===== src/rtl/cover_toggle_collector.sv =====
// Toggle-coverage collector: records the first hit of each monitored bit and
// streams each newly covered point once, as a global cover index, over valid/ready.

module cover_toggle_cell (
    input  logic clock,
    input  logic reset,
    input  logic clear,
    input  logic hit,
    input  logic grant,
    output logic pending
);
    logic seen;

    // A granted bit is always already seen, so hit and grant never collide here.
    always_ff @(posedge clock) begin
        if (reset || clear) begin
            seen    <= 1'b0;
            pending <= 1'b0;
        end else begin
            seen    <= seen | hit;
            pending <= (pending & ~grant) | (hit & ~seen);
        end
    end
endmodule

module cover_toggle_collector #(
    parameter int WIDTH       = 130,
    parameter int COVER_INDEX = 0,
    parameter int COVER_TOTAL = 8940,
    parameter int IDX_W       = 64,
    parameter int CNT_W       = $clog2(WIDTH + 1)
) (
    input  logic             clock,
    input  logic             reset,
    input  logic [WIDTH-1:0] valid,
    input  logic             clear,
    output logic             out_valid,
    input  logic             out_ready,
    output logic [IDX_W-1:0] out_index,
    output logic [CNT_W-1:0] reported_count,
    output logic             all_reported
);
    localparam int IW = (WIDTH > 1) ? $clog2(WIDTH) : 1;

    if (WIDTH < 1) begin : g_width_err
        $error("cover_toggle_collector: WIDTH must be >= 1");
    end
    if (COVER_INDEX + WIDTH > COVER_TOTAL) begin : g_range_err
        $error("cover_toggle_collector: COVER_INDEX+WIDTH exceeds COVER_TOTAL");
    end

    logic [WIDTH-1:0] pending;
    logic [WIDTH-1:0] grant;
    logic [IW-1:0]    gidx;
    logic             grant_en;

    for (genvar i = 0; i < WIDTH; i++) begin : g_cell
        cover_toggle_cell u_cell (
            .clock   (clock),
            .reset   (reset),
            .clear   (clear),
            .hit     (valid[i]),
            .grant   (grant[i]),
            .pending (pending[i])
        );
    end

    // Isolate the lowest pending bit; the output slot must be free or draining.
    always_comb begin
        grant_en = (!out_valid || out_ready) && (|pending);
        grant    = grant_en ? (pending & (~pending + WIDTH'(1))) : '0;
    end

    always_comb begin
        gidx = '0;
        for (int i = 0; i < WIDTH; i++) begin
            if (grant[i]) gidx = gidx | IW'(i);
        end
    end

    always_ff @(posedge clock) begin
        if (reset || clear) begin
            out_valid <= 1'b0;
            out_index <= '0;
        end else if (grant_en) begin
            out_valid <= 1'b1;
            out_index <= IDX_W'(COVER_INDEX) + IDX_W'(gidx);
        end else if (out_valid && out_ready) begin
            out_valid <= 1'b0;
        end
    end

    always_ff @(posedge clock) begin
        if (reset || clear) begin
            reported_count <= '0;
        end else if (out_valid && out_ready) begin
            reported_count <= reported_count + CNT_W'(1);
        end
    end

    assign all_reported = (reported_count == CNT_W'(WIDTH));
endmodule


===== config.mk =====
export PLATFORM = sky130hd
export DESIGN_NAME = cover_toggle_collector
export DESIGN_NICKNAME = d
export VERILOG_FILES = /design/src/rtl/cover_toggle_collector.sv
export SDC_FILE = /design/constraint.sdc
export NUM_CORES = 1
export LEC_CHECK = 0
export ABC_CLOCK_PERIOD_IN_PS = 9000
export CAP_MARGIN = 20
export CELL_PAD_IN_SITES_DETAIL_PLACEMENT = 0
export CELL_PAD_IN_SITES_GLOBAL_PLACEMENT = 1
export CORE_ASPECT_RATIO = 0.75
export CORE_UTILIZATION = 43
export CTS_CLUSTER_SIZE = 20
export DETAILED_ROUTE_END_ITERATION = 12
export GPL_ROUTABILITY_DRIVEN = 0
export PLACE_DENSITY_LB_ADDON = 0.1
export SYNTH_ARGS = -nofsm -noshare
export SYNTH_HDL_FRONTEND = slang
export SYNTH_SLANG_ARGS = --single-unit
export TNS_END_PERCENT = 50

===== constraint.sdc =====
create_clock -name clock -period 9 [get_ports clock]
set_input_delay 1.8 -clock clock [delete_from_list [all_inputs] [get_ports clock]]
set_output_delay 1.8 -clock clock [all_outputs]
set_load 0.01 [all_outputs]

* Word level (Yosys, flattened, before mapping)
Cells that the tools add are included.
** Word-level totals
- Register bits after elaboration :: 333
- Output and inout bits :: 74
- Word-level logic and storage cells :: 1196
- Bits of input ports :: 134
** Operators by class
- Reduce and logical (&&, ||, !) cells :: 9
- Equal/unequal tests :: 1
- Add/subtract/negate cells :: 2
- Bitwise operators :: 782
- Multiplexer cells :: 139
** Operators by type and width (number)
- 7-bit 2-to-1 mux :: 64
- 1-bit bitwise AND :: 260
- 1-bit inverter :: 260
- 1-bit OR :: 260
- 6-bit 2-to-1 mux :: 32
- 130-bit by 1-bit adder with 130-bit output (second input constant) :: 1
- 130-bit bitwise AND :: 1
- 130-bit 2-to-1 mux :: 1
- 130-bit inverter :: 1
- 130-bit OR reduction :: 1
- 64-bit 2-to-1 mux :: 2
- 5-bit 2-to-1 mux :: 16
- 4-bit 2-to-1 mux :: 8
- 8-bit 2-to-1 mux :: 4
- 3-bit 2-to-1 mux :: 4
- 8-bit by 1-bit adder with 8-bit output (second input constant) :: 1
- 8-bit equality test (second input constant) :: 1
- 1-bit 2-to-1 mux :: 6
- 2-bit 2-to-1 mux :: 2
- 2-bit nonzero test :: 2
- 3-bit nonzero test :: 1
- 1-bit logical AND :: 2
- 1-bit logical OR :: 2
- 1-bit zero test :: 1

* Logic depth before layout (Yosys ltp)
Gate-level depths: netlist (run 1).
- Depth after elaboration :: 135
- Gate-level depth with buffers :: 13

* By module
From an unflattened synthesis (run 1), not the netlist that was laid out.
** Second synthesis, totals
- Cells, all modules :: 1742
- Area total of the unflattened synthesis :: 14311.2 um^2
** By module, submodules not included
- cover_toggle_cell :: cells each 7, area an instance 68.8 um^2, instances 130
- cover_toggle_collector :: cells each 832, area an instance 5365.1 um^2, instances 1

* Worst setup path before layout (run 1)
No wires, ideal clock.
- Path kind :: input port to flip-flop
- Start :: input port out_ready
- End :: register out_index[2]
- Stages on the path :: 11
- Path slack :: 5300 ps
- Required time :: 8880 ps
- Data arrival time :: 3580 ps
- Cells stage by stage :: nor2b_1 -> clkbuf_1 -> nor4_1 -> and3_1 -> clkbuf_1 -> clkbuf_1 -> nand3_1 -> nand3_1 -> nor2_1 -> o311ai_0 -> o31a_1
** On the way
- Word-level cells in the longest chain between the ends :: 131
- Elaborated cells on any way between the ends :: 132
- Those cells by class :: mux (129); reduce/logical (3)
** Ends and longest elaborated chain
- start, declared :: line 38 : input logic out_ready,
- 1-bit logical OR * :: line 70 : grant_en = (!out_valid || out_ready) && (|pending);
- 1-bit logical AND * :: line 70
- 130-bit 2-to-1 mux :: line 71 : grant = grant_en ? (pending & (~pending + WIDTH'(1))) : '0;
- 3-bit 2-to-1 mux (4 in a row) :: line 77 : if (grant[i]) gidx = gidx | IW'(i);
- 4-bit 2-to-1 mux (8 in a row) :: line 77
- 5-bit 2-to-1 mux (16 in a row) :: line 77
- 6-bit 2-to-1 mux (32 in a row) :: line 77
- 7-bit 2-to-1 mux (64 in a row) :: line 77
- 8-bit 2-to-1 mux (2 in a row) :: line 77
- 64-bit 2-to-1 mux :: line 85 : end else if (grant_en) begin
- 64-bit 2-to-1 mux :: line 82 : if (reset || clear) begin
- end signal, assigned :: line 87 : out_index <= IDX_W'(COVER_INDEX) + IDX_W'(gidx);
- end, declared :: line 39 : output logic [IDX_W-1:0] out_index,
Every way passes the cells marked *; elsewhere a longest branch is shown, timed or not. The select of a mux whose other input is x is not followed.
A chain may end at the register's enable or synchronous reset.

* Worst setup path after layout (run 1)
- Start :: register g_cell[98].u_cell.pending
- End :: register out_index[0]
** On the way
- Word-level cells in the longest chain between the ends :: 134
- Elaborated cells on any way between the ends :: 138
- Those cells by class :: add/sub (1); mux (132); bitwise (2); reduce/logical (3)
** Ends and longest elaborated chain
- start, declared :: line 10 : output logic pending
- start signal, assigned :: line 21 : pending <= (pending & ~grant) | (hit & ~seen);
- 130-bit OR reduction :: line 70
- 1-bit logical AND :: line 70
- 130-bit 2-to-1 mux :: line 71
- 1-bit 2-to-1 mux :: line 77
- 2-bit 2-to-1 mux (2 in a row) :: line 77
- 3-bit 2-to-1 mux (4 in a row) :: line 77
- 4-bit 2-to-1 mux (8 in a row) :: line 77
- 5-bit 2-to-1 mux (16 in a row) :: line 77
- 6-bit 2-to-1 mux (32 in a row) :: line 77
- 7-bit 2-to-1 mux (64 in a row) :: line 77
- 8-bit 2-to-1 mux (2 in a row) :: line 77
- 64-bit 2-to-1 mux :: line 85
- 64-bit 2-to-1 mux :: line 82
Parallel ways exist; a longest one is shown, timed or not. The select of a mux whose other input is x is not followed.

==> results of run 1 <==
## per-stage QoR
| stage | setup slack (ns) | utilization | cell area (um^2) | hold WS, ns |
|---|---|---|---|---|
| 5_1_grt | 4.11 | 0.532 | 15700 | 0.476 |
| 3_3_place_gp | 4.26 | 0.500 | 14700 | 0.436 |
| 3_5_place_dp | 4.22 | 0.500 | 14700 | 0.443 |
| 2_1_floorplan | 5.30 | - | 13300 | 0.426 |
| 4_1_cts | 4.53 | 0.532 | 15700 | 0.459 |
| 6_report | 4.25 | 0.532 | 15700 | 0.451 |
## layout make-up
class | instances | area share
clock buffers | 37 | 0.0508
clock inverters | 15 | 0.00990
inverters | 24 | 0.00575
multi-input cells | 1341 | 0.446
flip-flops and latches | 277 | 0.354
well taps | 392 | 0.0313
repair buffers | 162 | 0.102
## synth_stat cells (all sizes together), types with 46 or more instances
master,instances,area share
buf,63,0.036
dfxtp,277,0.42
nor3,46,0.019
nor2b,55,0.026
nand3,58,0.023
nand2b,89,0.043
clkbuf,49,0.014
nand4,46,0.022
nand2,89,0.026
o21ai,62,0.024
a21oi,149,0.057
nor4,54,0.026
nor2,412,0.12
## per-layer routing
| layer | vias to the layer above | wire [um] |
|---|---|---|
| met4 | 0 | 1410 |
| li1 | 6151 | - |
| met2 | 770 | 17300 |
| met3 | 114 | 4980 |
| met1 | 5932 | 20800 |
| met5 | - | 0 |
## sequential cells by signal (all words and copies together) (netlist names)
signal	flops
g_cell.u_cell.pending	130
g_cell.u_cell.seen	130
out_index	8
out_valid	1
reported_count	8
## worst max path at each step
stage | from | end | slack (ns) | cells after the start
after floorplan | out_ready | out_index[2] | 5.30 | 11
after global placement | out_ready | out_index[0] | 4.26 | 9
after detailed placement | out_ready | out_index[2] | 4.22 | 10
after CTS | g_cell[98].u_cell.pending | out_index[0] | 4.53 | 10
after global routing | g_cell[98].u_cell.pending | out_index[0] | 4.11 | 10
final | g_cell[98].u_cell.pending | out_index[0] | 4.25 | 10
## critical path: cells and delay by family (launching register included)
family | cells | cell delay (ns)
simple gates | 7 | 3.53
buf+inv | 1 | 0.43
flops | 1 | 0.38
compound gates | 2 | 0.24
## cells by family (layout without fill, tap and decap cells)
family                   Yosys count  in the layout  synth area share
AO/OA/AOI/OAI                    299            299             0.134
XOR/XNOR                           7              7           0.00469
flip-flops                       277            277             0.424
other                              1             56          0.000287
buffers and inverters            136            238            0.0570
adder cells (fa/ha/maj)            2              2           0.00191
AND/OR/NAND/NOR                  977            977             0.377
## power by group through the flow
stage                     registers, mW  clock network (mW)  logic, mW
after floorplan                    1.35                   0      0.257
after global placement             1.37                   0      0.386
after detailed placement           1.37                   0      0.386
after CTS                          1.34                1.23      0.389
after global routing               1.35                1.28      0.433
final                              1.35                1.20      0.397
==> qor.csv, run 1 <==
metric,value,unit
synth_cells,1699,
drtIter0Drc,1674,
cp-end-kind,flop,
fill_cells,2938,
dp_cells,2196,
grt_pass1_wl,68200,um
hold_class,flop to flop,
place.port_buffers,151,
pwr_density_cell,188,mW/mm^2
io_pins,208,
htreeDepth,1,
pwr-share-seq,0.457,
drive_gt1_frac,0.0442,
clock-root-buffer,clkbuf_16,
relSlewSlack,0.316,
tightestPinTransition,1.02,ns
nets,1970,
leakage,6.01,nW
clkPwrFrac,0.408,
synth_edf_count,0,
multi_input_area,0.00699,mm^2
die_area,0.0311,mm^2
layout.cells.non_filler,2248,
dpl.hpwl,33100,um
cts_setup_buffers,0,
tritoncts,done,
max_stage_delay,0.79,ns
ys_seq_elements,277,
cts_resized,0,
die_x,203,um
insertion_delay,0.58,ns
routed_wl,44500,um
synth.avg_cell_area,7.69,um^2
cpMaxStageDelayCell,nor4_1,
seq_area,0.00555,mm^2
r2r_start,g_cell[98].u_cell.pending,
gr-usage-met3,0.0672,
grt_usage,0.279,
num_antenna_cells,0,
skew,0.0353,ns
initial_utilization,0.444,
synth_ff_type,dfxtp_1,
p_total,2.94,mW
cpMostUsedCell,nor4_1,
worstHoldStart,g_cell[71].u_cell.seen,
mostFrequentLayoutCell,nor2_1,
rsz0062_at_grt,no,
maxSlewViolCount,0,
grt_pass1_vias,11800,
cts_made_buffers,28,
swShare,0.276,
async_flop_share,0,
hold_buffers,0,
reg2reg_depth,10,
whs_path_depth,2,
ir_drop,0.128,mV
antenna_found_initial,0,
ys_types,71,
busiest_layer,met1,
grt-ovfl-total,0,
r2r_setup_slack,4.25,ns
drc,0,
cp_data_required_time,9.43,ns
path_max_fanout,30,
p_int,2.13,mW
syn_to_final_growth,19.9,%
power_switching,812,uW
die_h,153,um
cts_sinks,277,
ys_seq_area_frac,0.424,
maxCapViolCount,0,
setup_viol_count_final,0,
ant_nets,0,
outcome,completed,
num_rows,54,
synth_area,0.0131,mm^2
fin_tns_setup,0,ns
drtPass1Iterations,7,
hold_viol,0,
ys_warn_count,0,
met1_usage,0.418,
r2r_end,out_index[0],
hold_end,g_cell[71].u_cell.seen,
critPathLaunchType,flop,
grt_max_degree,211,
min_period,4.75,ns
via_per_inst,5.77,
combPwrFrac,0.135,
mostFrequentLayoutCells,"nor2_1, dfxtp_1, clkdlybuf4s50_1",
vias,13000,
grt_util_met2,0.385,
path_clk_slew,0.07,ns
clockBufferDepth,3,
avgRoutedWirePerCell,19.8,um
fp.coreArea,0.0295,mm^2
path_cells,nor4_1 -> nand3_1 -> nor4bb_1 -> nand4_1 -> nand2_1 -> buf_4 -> a21oi_1 -> nor4_1 -> and4b_4 -> a31oi_1,
worst_ep_arrival_time,5.17,ns
layout_worst_path_cycle_share,0.527,
fmax,0.211,GHz
critPathKind,flop to flop,
(Power assumes the default switching activity.)
==> run 2: changes to the inputs <==
--- a/config.mk
+++ b/config.mk
@@ -5,12 +5,12 @@
 export SDC_FILE = /design/constraint.sdc
 export NUM_CORES = 1
 export LEC_CHECK = 0
-export ABC_CLOCK_PERIOD_IN_PS = 9000
+export ABC_CLOCK_PERIOD_IN_PS = 4800
 export CAP_MARGIN = 20
 export CELL_PAD_IN_SITES_DETAIL_PLACEMENT = 0
 export CELL_PAD_IN_SITES_GLOBAL_PLACEMENT = 1
 export CORE_ASPECT_RATIO = 0.75
-export CORE_UTILIZATION = 43
+export CORE_UTILIZATION = 40
 export CTS_CLUSTER_SIZE = 20
 export DETAILED_ROUTE_END_ITERATION = 12
 export GPL_ROUTABILITY_DRIVEN = 0
==> constraint.sdc (replaced) <==
create_clock -name clock -period 4.8 [get_ports clock]
set_input_delay 0.96 -clock clock [delete_from_list [all_inputs] [get_ports clock]]
set_output_delay 0.96 -clock clock [all_outputs]
set_load 0.01 [all_outputs]
==> qor.csv, run 2 (synthesized netlist as in run 1, its figures left out) <==
metric,value,unit
clkPwrFrac,0.422,
maxCapViolCount,0,
nets,1986,
critPathKind,flop to flop,
setup_viol_count_final,0,
cpMaxStageDelayCell,nor4bb_1,
path_max_fanout,14,
die_area,0.0334,mm^2
p_int,4.17,mW
htreeDepth,1,
cp-end-kind,flop,
combPwrFrac,0.134,
dpl.hpwl,34600,um
grt_pass1_vias,11600,
path_cells,or3_1 -> nor4bb_1 -> nor4bb_1 -> nand4_1 -> nand2_1 -> buf_4 -> a21oi_1 -> nor4_1 -> nand4_1 -> o221a_2,
r2r_start,g_cell[122].u_cell.pending,
grt-ovfl-total,0,
place.port_buffers,151,
mostFrequentLayoutCell,nor2_1,
tightestPinTransition,1.18,ns
outcome,completed,
mostFrequentLayoutCells,"nor2_1, dfxtp_1, clkdlybuf4s50_1",
cts_resized,0,
relSlewSlack,0.205,
path_clk_slew,0.06,ns
fin_area,0.0159,mm^2
syn_to_final_growth,21.9,%
worstHoldStart,g_cell[25].u_cell.seen,
antenna_found_initial,0,
grt_usage,0.266,
io_pins,208,
fp.coreArea,0.0317,mm^2
tritoncts,done,
cts_setup_buffers,0,
grt_max_degree,102,
ant_nets,0,
rsz0062_at_grt,no,
num_rows,56,
critPathLaunchType,flop,
r2r_end,out_index[3],
hold_viol,0,
reg2reg_depth,10,
cts_sinks,277,
drc,0,
pwr_density_cell,356,mW/mm^2
fin_tns_setup,0,ns
worst_ep_arrival_time,5.06,ns
reg_top3,"g_cell.u_cell.pending: 130 flops, g_cell.u_cell.seen: 130 flops",
layout_worst_path_cycle_share,0.962,
vias,13000,
leakage,6.13,nW
hold_buffers,0,
grt_pass1_wl,68400,um
drtIter0Drc,1317,
ir_drop,0.216,mV
clockBufferDepth,3,
skew,0.0234,ns
cts_made_buffers,28,
initial_utilization,0.413,
power_switching,1.51,mW
cp_data_required_time,5.24,ns
via_per_inst,5.63,
drive_gt1_frac,0.0524,
die_x,211,um
die_h,159,um
max_stage_delay,0.76,ns
drtPass1Iterations,7,
avgRoutedWirePerCell,19.8,um
maxSlewViolCount,0,
clock-root-buffer,clkbuf_16,
min_period,4.62,ns
insertion_delay,0.57,ns
r2r_setup_slack,0.18,ns
crit_end,out_index[3],
swShare,0.265,
hold_class,flop to flop,
timing.critical_path.from,g_cell[122].u_cell.pending,
routed_wl,45500,um
num_antenna_cells,0,
pwr-share-seq,0.444,
place_area,0.0149,mm^2
fmax,0.216,GHz
[run 2: critical path: cells and delay by family, from the launching register on]
| kind | cells | cell delay [ns] |
|---|---|---|
| flops | 1 | 0.37 |
| compound gates | 2 | 0.37 |
| simple gates | 7 | 3.47 |
| buf+inv | 1 | 0.27 |
[run 2: power by group through the flow]
stage / clock [mW] / sequential, mW / combinational, mW
after floorplan: 0 / 2.53 / 0.482
after global placement: 0 / 2.57 / 0.740
after detailed placement: 0 / 2.57 / 0.741
after CTS: 2.44 / 2.52 / 0.745
after global routing: 2.54 / 2.53 / 0.831
final: 2.39 / 2.52 / 0.760
[run 2: worst min path at each step]
stage                              end  slack [ns]  cells after the start
2_1_floorplan  g_cell[100].u_cell.seen        0.43                      2
3_3_place_gp    g_cell[87].u_cell.seen        0.44                      2
4_1_cts         g_cell[28].u_cell.seen        0.46                      2
3_5_place_dp    g_cell[17].u_cell.seen        0.44                      2
5_1_grt         g_cell[88].u_cell.seen        0.47                      2
6_report        g_cell[25].u_cell.seen        0.45                      2
[run 2: area by class of cell]
class | instances | area [um^2]
clock buffer | 36 | 802
clock inverter | 15 | 214
fill | 3165 | 15700
inverter | 24 | 90.1
multi-input combinational | 1341 | 6990
sequential | 277 | 5550
tap | 435 | 544
timing repair buffer | 178 | 1750
[run 2: routing by layer]
layer	global-route usage	wire (um)	up-vias	share of wire
met2	0.372	17500	703	0.38
met4	0.0876	1610	0	0.035
met3	0.0791	5190	127	0.11
met1	0.386	21200	5966	0.47
met5	0	0	-	0
li1	-	-	6183	-
[run 2: stage by stage]
stage                     cells  power [mW]  setup slack (ns)  hold WS (ns)  utilization
after floorplan            1754        3.01              1.28         0.426            -
after global placement     2254        3.31             0.411         0.436        0.471
after detailed placement   2255        3.31             0.533         0.443        0.471
after CTS                  2306        5.71             0.506         0.459        0.503
after global routing       2306        5.90             0.231         0.473        0.503
final                      2306        5.68             0.181         0.454        0.503
